$ cat src/rtl/alu_muldiv_iter.sv
`timescale 1ns/1ps
`default_nettype none
// ============================================================================
// Module      : alu_muldiv_iter
// Description : Iterative RV32M multiply/divide unit, one bit per cycle,
//               valid/ready handshake on both sides with a passthrough tag.
// Revision    : 1.0 - initial release
// ============================================================================
module alu_muldiv_iter #(
    parameter int WIDTH = 32,
    parameter int TAG_W = 5
) (
    input  logic             clk,
    input  logic             rst,
    input  logic             flush,
    input  logic             in_valid,
    output logic             in_ready,
    input  logic [2:0]       in_op,
    input  logic [WIDTH-1:0] in_rs1,
    input  logic [WIDTH-1:0] in_rs2,
    input  logic [TAG_W-1:0] in_tag,
    output logic             out_valid,
    input  logic             out_ready,
    output logic [WIDTH-1:0] out_data,
    output logic [TAG_W-1:0] out_tag
);

    localparam int                 c_CNT_W     = $clog2(WIDTH) + 1;
    localparam logic [1:0]         c_IDLE      = 2'd0;
    localparam logic [1:0]         c_CALC      = 2'd1;
    localparam logic [1:0]         c_DONE      = 2'd2;
    localparam logic [c_CNT_W-1:0] c_CNT_START = c_CNT_W'(WIDTH);
    localparam logic [c_CNT_W-1:0] c_CNT_ONE   = c_CNT_W'(1);
    localparam logic [WIDTH-1:0]   c_MIN_NEG   = {1'b1, {(WIDTH-1){1'b0}}};
    localparam logic [WIDTH-1:0]   c_ONES      = {WIDTH{1'b1}};

    logic [1:0]         r_state;
    logic [1:0]         w_next_state;
    logic [c_CNT_W-1:0] r_cnt;
    logic [2:0]         r_op;
    logic               r_neg_q;
    logic               r_neg_r;
    logic [TAG_W-1:0]   r_tag;
    logic [TAG_W-1:0]   r_out_tag;
    logic [WIDTH-1:0]   r_opnd;
    logic [WIDTH-1:0]   r_out_data;
    logic [2*WIDTH-1:0] r_acc;

    logic               w_accept;
    logic               w_a_signed;
    logic               w_b_signed;
    logic               w_sign_a;
    logic               w_sign_b;
    logic [WIDTH-1:0]   w_abs_a;
    logic [WIDTH-1:0]   w_abs_b;
    logic               w_div_zero;
    logic               w_div_ovf;
    logic               w_special;
    logic [WIDTH-1:0]   w_special_res;

    logic [WIDTH-1:0]   w_mul_add;
    logic [WIDTH:0]     w_mul_sum;
    logic [2*WIDTH-1:0] w_mul_next;
    logic [WIDTH:0]     w_div_shift;
    logic               w_div_ge;
    logic [WIDTH-1:0]   w_div_sub;
    logic [2*WIDTH-1:0] w_div_next;
    logic [2*WIDTH-1:0] w_step;
    logic [2*WIDTH-1:0] w_prod;
    logic [WIDTH-1:0]   w_quot;
    logic [WIDTH-1:0]   w_rem;
    logic [WIDTH-1:0]   w_final;

    assign w_accept = in_valid & in_ready & ~flush;

    // Operand signedness by funct3: divides are signed when funct3[0]=0,
    // multiplies treat rs1 as signed except MULHU and rs2 as signed for MUL/MULH.
    assign w_a_signed = in_op[2] ? ~in_op[0] : (in_op[1:0] != 2'b11);
    assign w_b_signed = in_op[2] ? ~in_op[0] : ~in_op[1];
    assign w_sign_a   = w_a_signed & in_rs1[WIDTH-1];
    assign w_sign_b   = w_b_signed & in_rs2[WIDTH-1];
    assign w_abs_a    = w_sign_a ? -in_rs1 : in_rs1;
    assign w_abs_b    = w_sign_b ? -in_rs2 : in_rs2;

    assign w_div_zero = in_op[2] & (in_rs2 == '0);
    assign w_div_ovf  = in_op[2] & ~in_op[0] & (in_rs1 == c_MIN_NEG) & (in_rs2 == c_ONES);
    assign w_special  = w_div_zero | w_div_ovf;

    always_comb begin
        w_special_res = '0;
        if (w_div_zero) begin
            w_special_res = in_op[1] ? in_rs1 : c_ONES;
        end else if (w_div_ovf) begin
            w_special_res = in_op[1] ? '0 : in_rs1;
        end
    end

    // Multiply: multiplier sits in the low half and is consumed LSB first.
    assign w_mul_add  = r_acc[0] ? r_opnd : '0;
    assign w_mul_sum  = {1'b0, r_acc[2*WIDTH-1:WIDTH]} + {1'b0, w_mul_add};
    assign w_mul_next = {w_mul_sum, r_acc[WIDTH-1:1]};

    // Restoring divide: remainder in the high half, quotient shifts into the low half.
    assign w_div_shift = {r_acc[2*WIDTH-1:WIDTH], r_acc[WIDTH-1]};
    assign w_div_ge    = w_div_shift >= {1'b0, r_opnd};
    assign w_div_sub   = w_div_shift[WIDTH-1:0] - r_opnd;
    assign w_div_next  = {(w_div_ge ? w_div_sub : w_div_shift[WIDTH-1:0]),
                          r_acc[WIDTH-2:0], w_div_ge};

    assign w_step = r_op[2] ? w_div_next : w_mul_next;
    assign w_prod = r_neg_q ? -w_step : w_step;
    assign w_quot = r_neg_q ? -w_step[WIDTH-1:0] : w_step[WIDTH-1:0];
    assign w_rem  = r_neg_r ? -w_step[2*WIDTH-1:WIDTH] : w_step[2*WIDTH-1:WIDTH];

    always_comb begin
        w_final = w_rem;
        case (r_op)
            3'b000:                 w_final = w_prod[WIDTH-1:0];
            3'b001, 3'b010, 3'b011: w_final = w_prod[2*WIDTH-1:WIDTH];
            3'b100, 3'b101:         w_final = w_quot;
            default:                w_final = w_rem;
        endcase
    end

    always_ff @(posedge clk or negedge rst) begin
        if (!rst) begin
            r_state <= c_IDLE;
        end else begin
            r_state <= w_next_state;
        end
    end

    always_comb begin
        w_next_state = r_state;
        case (r_state)
            c_IDLE: begin
                if (w_accept) begin
                    w_next_state = w_special ? c_DONE : c_CALC;
                end
            end
            c_CALC: begin
                if (flush) begin
                    w_next_state = c_IDLE;
                end else if (r_cnt == c_CNT_ONE) begin
                    w_next_state = c_DONE;
                end
            end
            c_DONE: begin
                if (flush || out_ready) begin
                    w_next_state = c_IDLE;
                end
            end
            default: w_next_state = c_IDLE;
        endcase
    end

    always_comb begin
        in_ready  = 1'b0;
        out_valid = 1'b0;
        case (r_state)
            c_IDLE:  in_ready  = 1'b1;
            c_DONE:  out_valid = 1'b1;
            default: ;
        endcase
    end

    always_ff @(posedge clk or negedge rst) begin
        if (!rst) begin
            r_cnt      <= '0;
            r_op       <= '0;
            r_neg_q    <= 1'b0;
            r_neg_r    <= 1'b0;
            r_tag      <= '0;
            r_opnd     <= '0;
            r_acc      <= '0;
            r_out_data <= '0;
            r_out_tag  <= '0;
        end else if (flush) begin
            r_cnt <= '0;
        end else begin
            case (r_state)
                c_IDLE: begin
                    if (w_accept) begin
                        r_op    <= in_op;
                        r_tag   <= in_tag;
                        r_neg_q <= w_sign_a ^ w_sign_b;
                        r_neg_r <= w_sign_a;
                        if (w_special) begin
                            r_out_data <= w_special_res;
                            r_out_tag  <= in_tag;
                        end else begin
                            r_cnt  <= c_CNT_START;
                            r_opnd <= in_op[2] ? w_abs_b : w_abs_a;
                            r_acc  <= in_op[2] ? {{WIDTH{1'b0}}, w_abs_a}
                                               : {{WIDTH{1'b0}}, w_abs_b};
                        end
                    end
                end
                c_CALC: begin
                    r_acc <= w_step;
                    r_cnt <= r_cnt - 1'b1;
                    if (r_cnt == c_CNT_ONE) begin
                        r_out_data <= w_final;
                        r_out_tag  <= r_tag;
                    end
                end
                default: ;
            endcase
        end
    end

    assign out_data = r_out_data;
    assign out_tag  = r_out_tag;

endmodule
`default_nettype wire
$ cat config.mk
export PLATFORM = sky130hd
export DESIGN_NAME = alu_muldiv_iter
export DESIGN_NICKNAME = d
export VERILOG_FILES = /design/src/rtl/alu_muldiv_iter.sv
export SDC_FILE = /design/constraint.sdc
export NUM_CORES = 1
export LEC_CHECK = 0
export ABC_AREA = 0
export CAP_MARGIN = 20
export CORE_MARGIN = 10
export CORE_UTILIZATION = 50
export DETAILED_ROUTE_END_ITERATION = 7
export PLACE_DENSITY = 0.74
export RECOVER_POWER = 25
export SETUP_SLACK_MARGIN = 0.5
export SLEW_MARGIN = 25
export SYNTH_ARGS = -nofsm -noshare
export SYNTH_HDL_FRONTEND = slang
export SYNTH_SLANG_ARGS = --single-unit
$ cat constraint.sdc
create_clock -name clk -period 6.1 [get_ports clk]
set_clock_uncertainty 0.05 [all_clocks]
set_input_delay 1.22 -clock clk [delete_from_list [all_inputs] [get_ports clk]]
set_output_delay 1.22 -clock clk [all_outputs]
set_load 0.01 [all_outputs]
==> results.py <==
metrics = {
    "outcome": {
        "run_status": "finished clean",
    },
    "hold_path": {
        "hold_path_end": "out_data[23]",
        "hold_class": "register to register",
        "hold_start": "out_data[23]",
        "hold_depth": 2,
    },
    "setup_path": {
        "rr_endpoint": "out_data[30]",
        "ff2ff_setup_slack_ns": 0.46,
        "cp.arrival_ns": 5.95,
        "required_ns": 6.41,
        "crit_fanout": 11,
        "cp-start-kind": "register",
        "endpoint_kind": "register",
        "reg2regPathDepth": 16,
        "reg2reg_from": "r_acc[0]",
        "path_class": "register to register",
    },
    "timing": {
        "worst_pin_slew_ns": 1.12,
        "max_freq_mhz": 177,
        "hold_viol_final": 0,
        "setup_tns_ns": 0,
        "fin_crit_ns": 5.64,
        "rsz0062_at_grt": "true",
        "finalCritPeriodShare": 0.925,
        "drv_slew": 0,
        "setup_viol": 0,
        "fin_hold_ws_ns": 0.447,
        "slew_headroom": 0.253,
    },
    "power": {
        "ir_drop_uv": 277,
        "power_density_nw_per_um2": 434,
        "leakagePower_uw": 0.00772,
    },
    "floorplanning": {
        "coreArea_um2": 32500,
        "ios": 116,
        "die_x_um": 201,
        "die_y_um": 201,
        "rows": 66,
        "start_util": 0.504,
        "fp.dieArea_um2": 40400,
    },
    "logic_synthesis": {
        "netlist-cell-type-count": 93,
        "syn_nets": 2385,
        "yosysMostFrequentCell": "nand2_1",
        "synth_edf_count": 0,
        "syn-cell-area_um2": 16400,
        "yosysSeqAreaShare": 0.231,
        "synth_top_cell_area_share": 0.231,
        "yosys_warnings": 0,
        "synth_common_cells": "nand2_1 (273), o21ai_0 (259), nor2_1 (223), a21oi_1 (175), dfrtp_1 (151)",
        "yosys.area.top_type": "dfrtp_1",
        "ys_ff_latch": 151,
        "synth_area_per_cell_um2": 7.32,
        "ys_top_cells_by_area": "dfrtp_1 (23%), o21ai_0 (7.9%), nand2_1 (6.3%)",
        "synth_ff_type": "dfrtp_1",
        "async_flop_share": 1.00,
        "syn_inst": 2235,
    },
    "route": {
        "routed_via_density": 6.53,
        "vias": 18158,
        "wl_per_cell_um": 24.6,
        "routed_wirelength_mm": 68.3,
        "first_iter_violations": 2565,
        "drtAntennaViolNets": 0,
        "drc": 0,
        "dr.pass1.iters": 7,
    },
    "clocking": {
        "cts_made_buffers": 17,
        "clkLatencyLatePin_ns": 0.47,
        "clockBufferDepth": 2,
        "root_buffer": "clkbuf_16",
        "cts.sink_count": 151,
        "cts_tree": "done",
        "htree_num_levels": 4,
        "clkTransAtPathRegs_ns": 0.07,
    },
    "cells_and_area": {
        "final_util": 0.591,
        "diodes": 0,
        "area_delta_synth_final_pct": 17.2,
        "finalNonFillerCells": 2781,
        "fin_area_um2": 19200,
        "final_net_count": 2476,
        "drive_gt1_frac": 0.110,
        "fill_cells": 2976,
    },
    "placed_design": {
        "port_buffers": 115,
        "place_inst": 2725,
        "gp_congestion": 1.04,
        "place_area_um2": 18200,
        "hpwl_mm": 53.3,
    },
    "grt": {
        "gr-total-overflow": 0,
        "grt_pass1_vias": 16716,
        "grt_max_degree": 98,
        "track_usage": 0.324,
        "grt_pass1_wl_mm": 103,
        "antenna_found_initial": 1,
    },
    "flow_run": {
        "maxCapViolCount": 0,
    },
}
stage by stage:
stage / total power [µW] / setup slack, ns
2_1_floorplan: 4910 / 0.563
3_3_place_gp: 6700 / 0.465
3_5_place_dp: 6760 / 0.276
4_1_cts: 7930 / 0.512
5_1_grt: 8750 / 0.303
6_report: 8320 / 0.456
placed cells by master, fill, tap and decap left out, types with 27 or more instances in the layout:
cell type,n
nand2_1,271
o21ai_0,256
nor2_1,219
a21oi_1,168
dfrtp_1,145
clkdlybuf4s50_1,113
xnor2_1,102
buf_4,88
xor2_1,75
inv_1,69
nor3_1,52
ha_1,51
mux2i_1,42
a31oi_1,42
nand4_1,41
and2_1,39
nand3_1,35
a21o_1,29
o31ai_1,29
or3_1,27
kinds of logic after synthesis:
logic type / share of synthesized area
AOI/OAI and AO/OA: 0.292
buffers and inverters: 0.0506
xor gates and xnor gates: 0.0952
muxes: 0.0424
adders and majority gates: 0.0567
DFF: 0.231
and+or+nand+nor: 0.232
where the power goes:
part,leakage [µW],internal (µW),switching [µW]
Sequential,0.00190,1280,306
Clock,0.000292,656,481
Combinational,0.00554,2150,3450
worst max-delay path by stage:
stage	cells after the start	to	slack, ns	startpoint
final	16	out_data[30]	0.46	r_acc[0]
after global routing	16	out_data[30]	0.30	r_acc[0]
after CTS	21	out_data[26]	0.51	r_acc[49]
after detailed placement	21	out_data[28]	0.28	r_acc[39]
after global placement	21	out_data[28]	0.46	r_acc[39]
after floorplan	23	out_data[26]	0.56	r_opnd[1]
state kept, by name (all words and copies together) (netlist names):
name,cells
r_op,3
r_tag,5
r_acc,64
r_cnt,6
out_tag,5
r_opnd,32
r_state,2
r_neg_r,1
out_data,32
r_neg_q,1
final cells by class:
class                           count  area (µm²)  share of cell area
Timing Repair Buffer              207        1890              0.0983
Sequential cell                   151        3790               0.197
Tap cell                          442         553              0.0288
Inverter                           75         282              0.0147
Multi-Input combinational cell   1874       12100               0.630
Clock buffer                       21         450              0.0235
Clock inverter                     11         148             0.00769
layer usage:
metal	global-route usage	routed length, µm	vias to the layer above
li1	-	-	8328
met1	0.440	28300	8585
met2	0.477	29300	1091
met3	0.0820	7820	152
met4	0.139	2910	2
met5	0	17	-
critical path, stage by stage, from the launching register on:
cell,delay [ns]
dfrtp_1,0.39
buf_4,0.18
and2_1,0.15
ha_1,0.40
a21oi_1,0.51
nor3b_1,0.34
a21oi_1,0.22
a311oi_1,0.36
mux2_2,0.22
a311o_1,0.32
o21ai_0,0.49
nor3_1,0.65
nand2_1,0.35
o31ai_1,0.41
xnor2_1,0.17
nor2_1,0.06
o31ai_1,0.25
what timing repair did:
action	CTS	global route
setup endpoints to repair	4	13
endpoints found under the hold margin	0	0
hold buffers	0	0
resized for setup	12	52
buffers inserted	5	19
pin swaps	8	30
(Power assumes the default switching activity.)
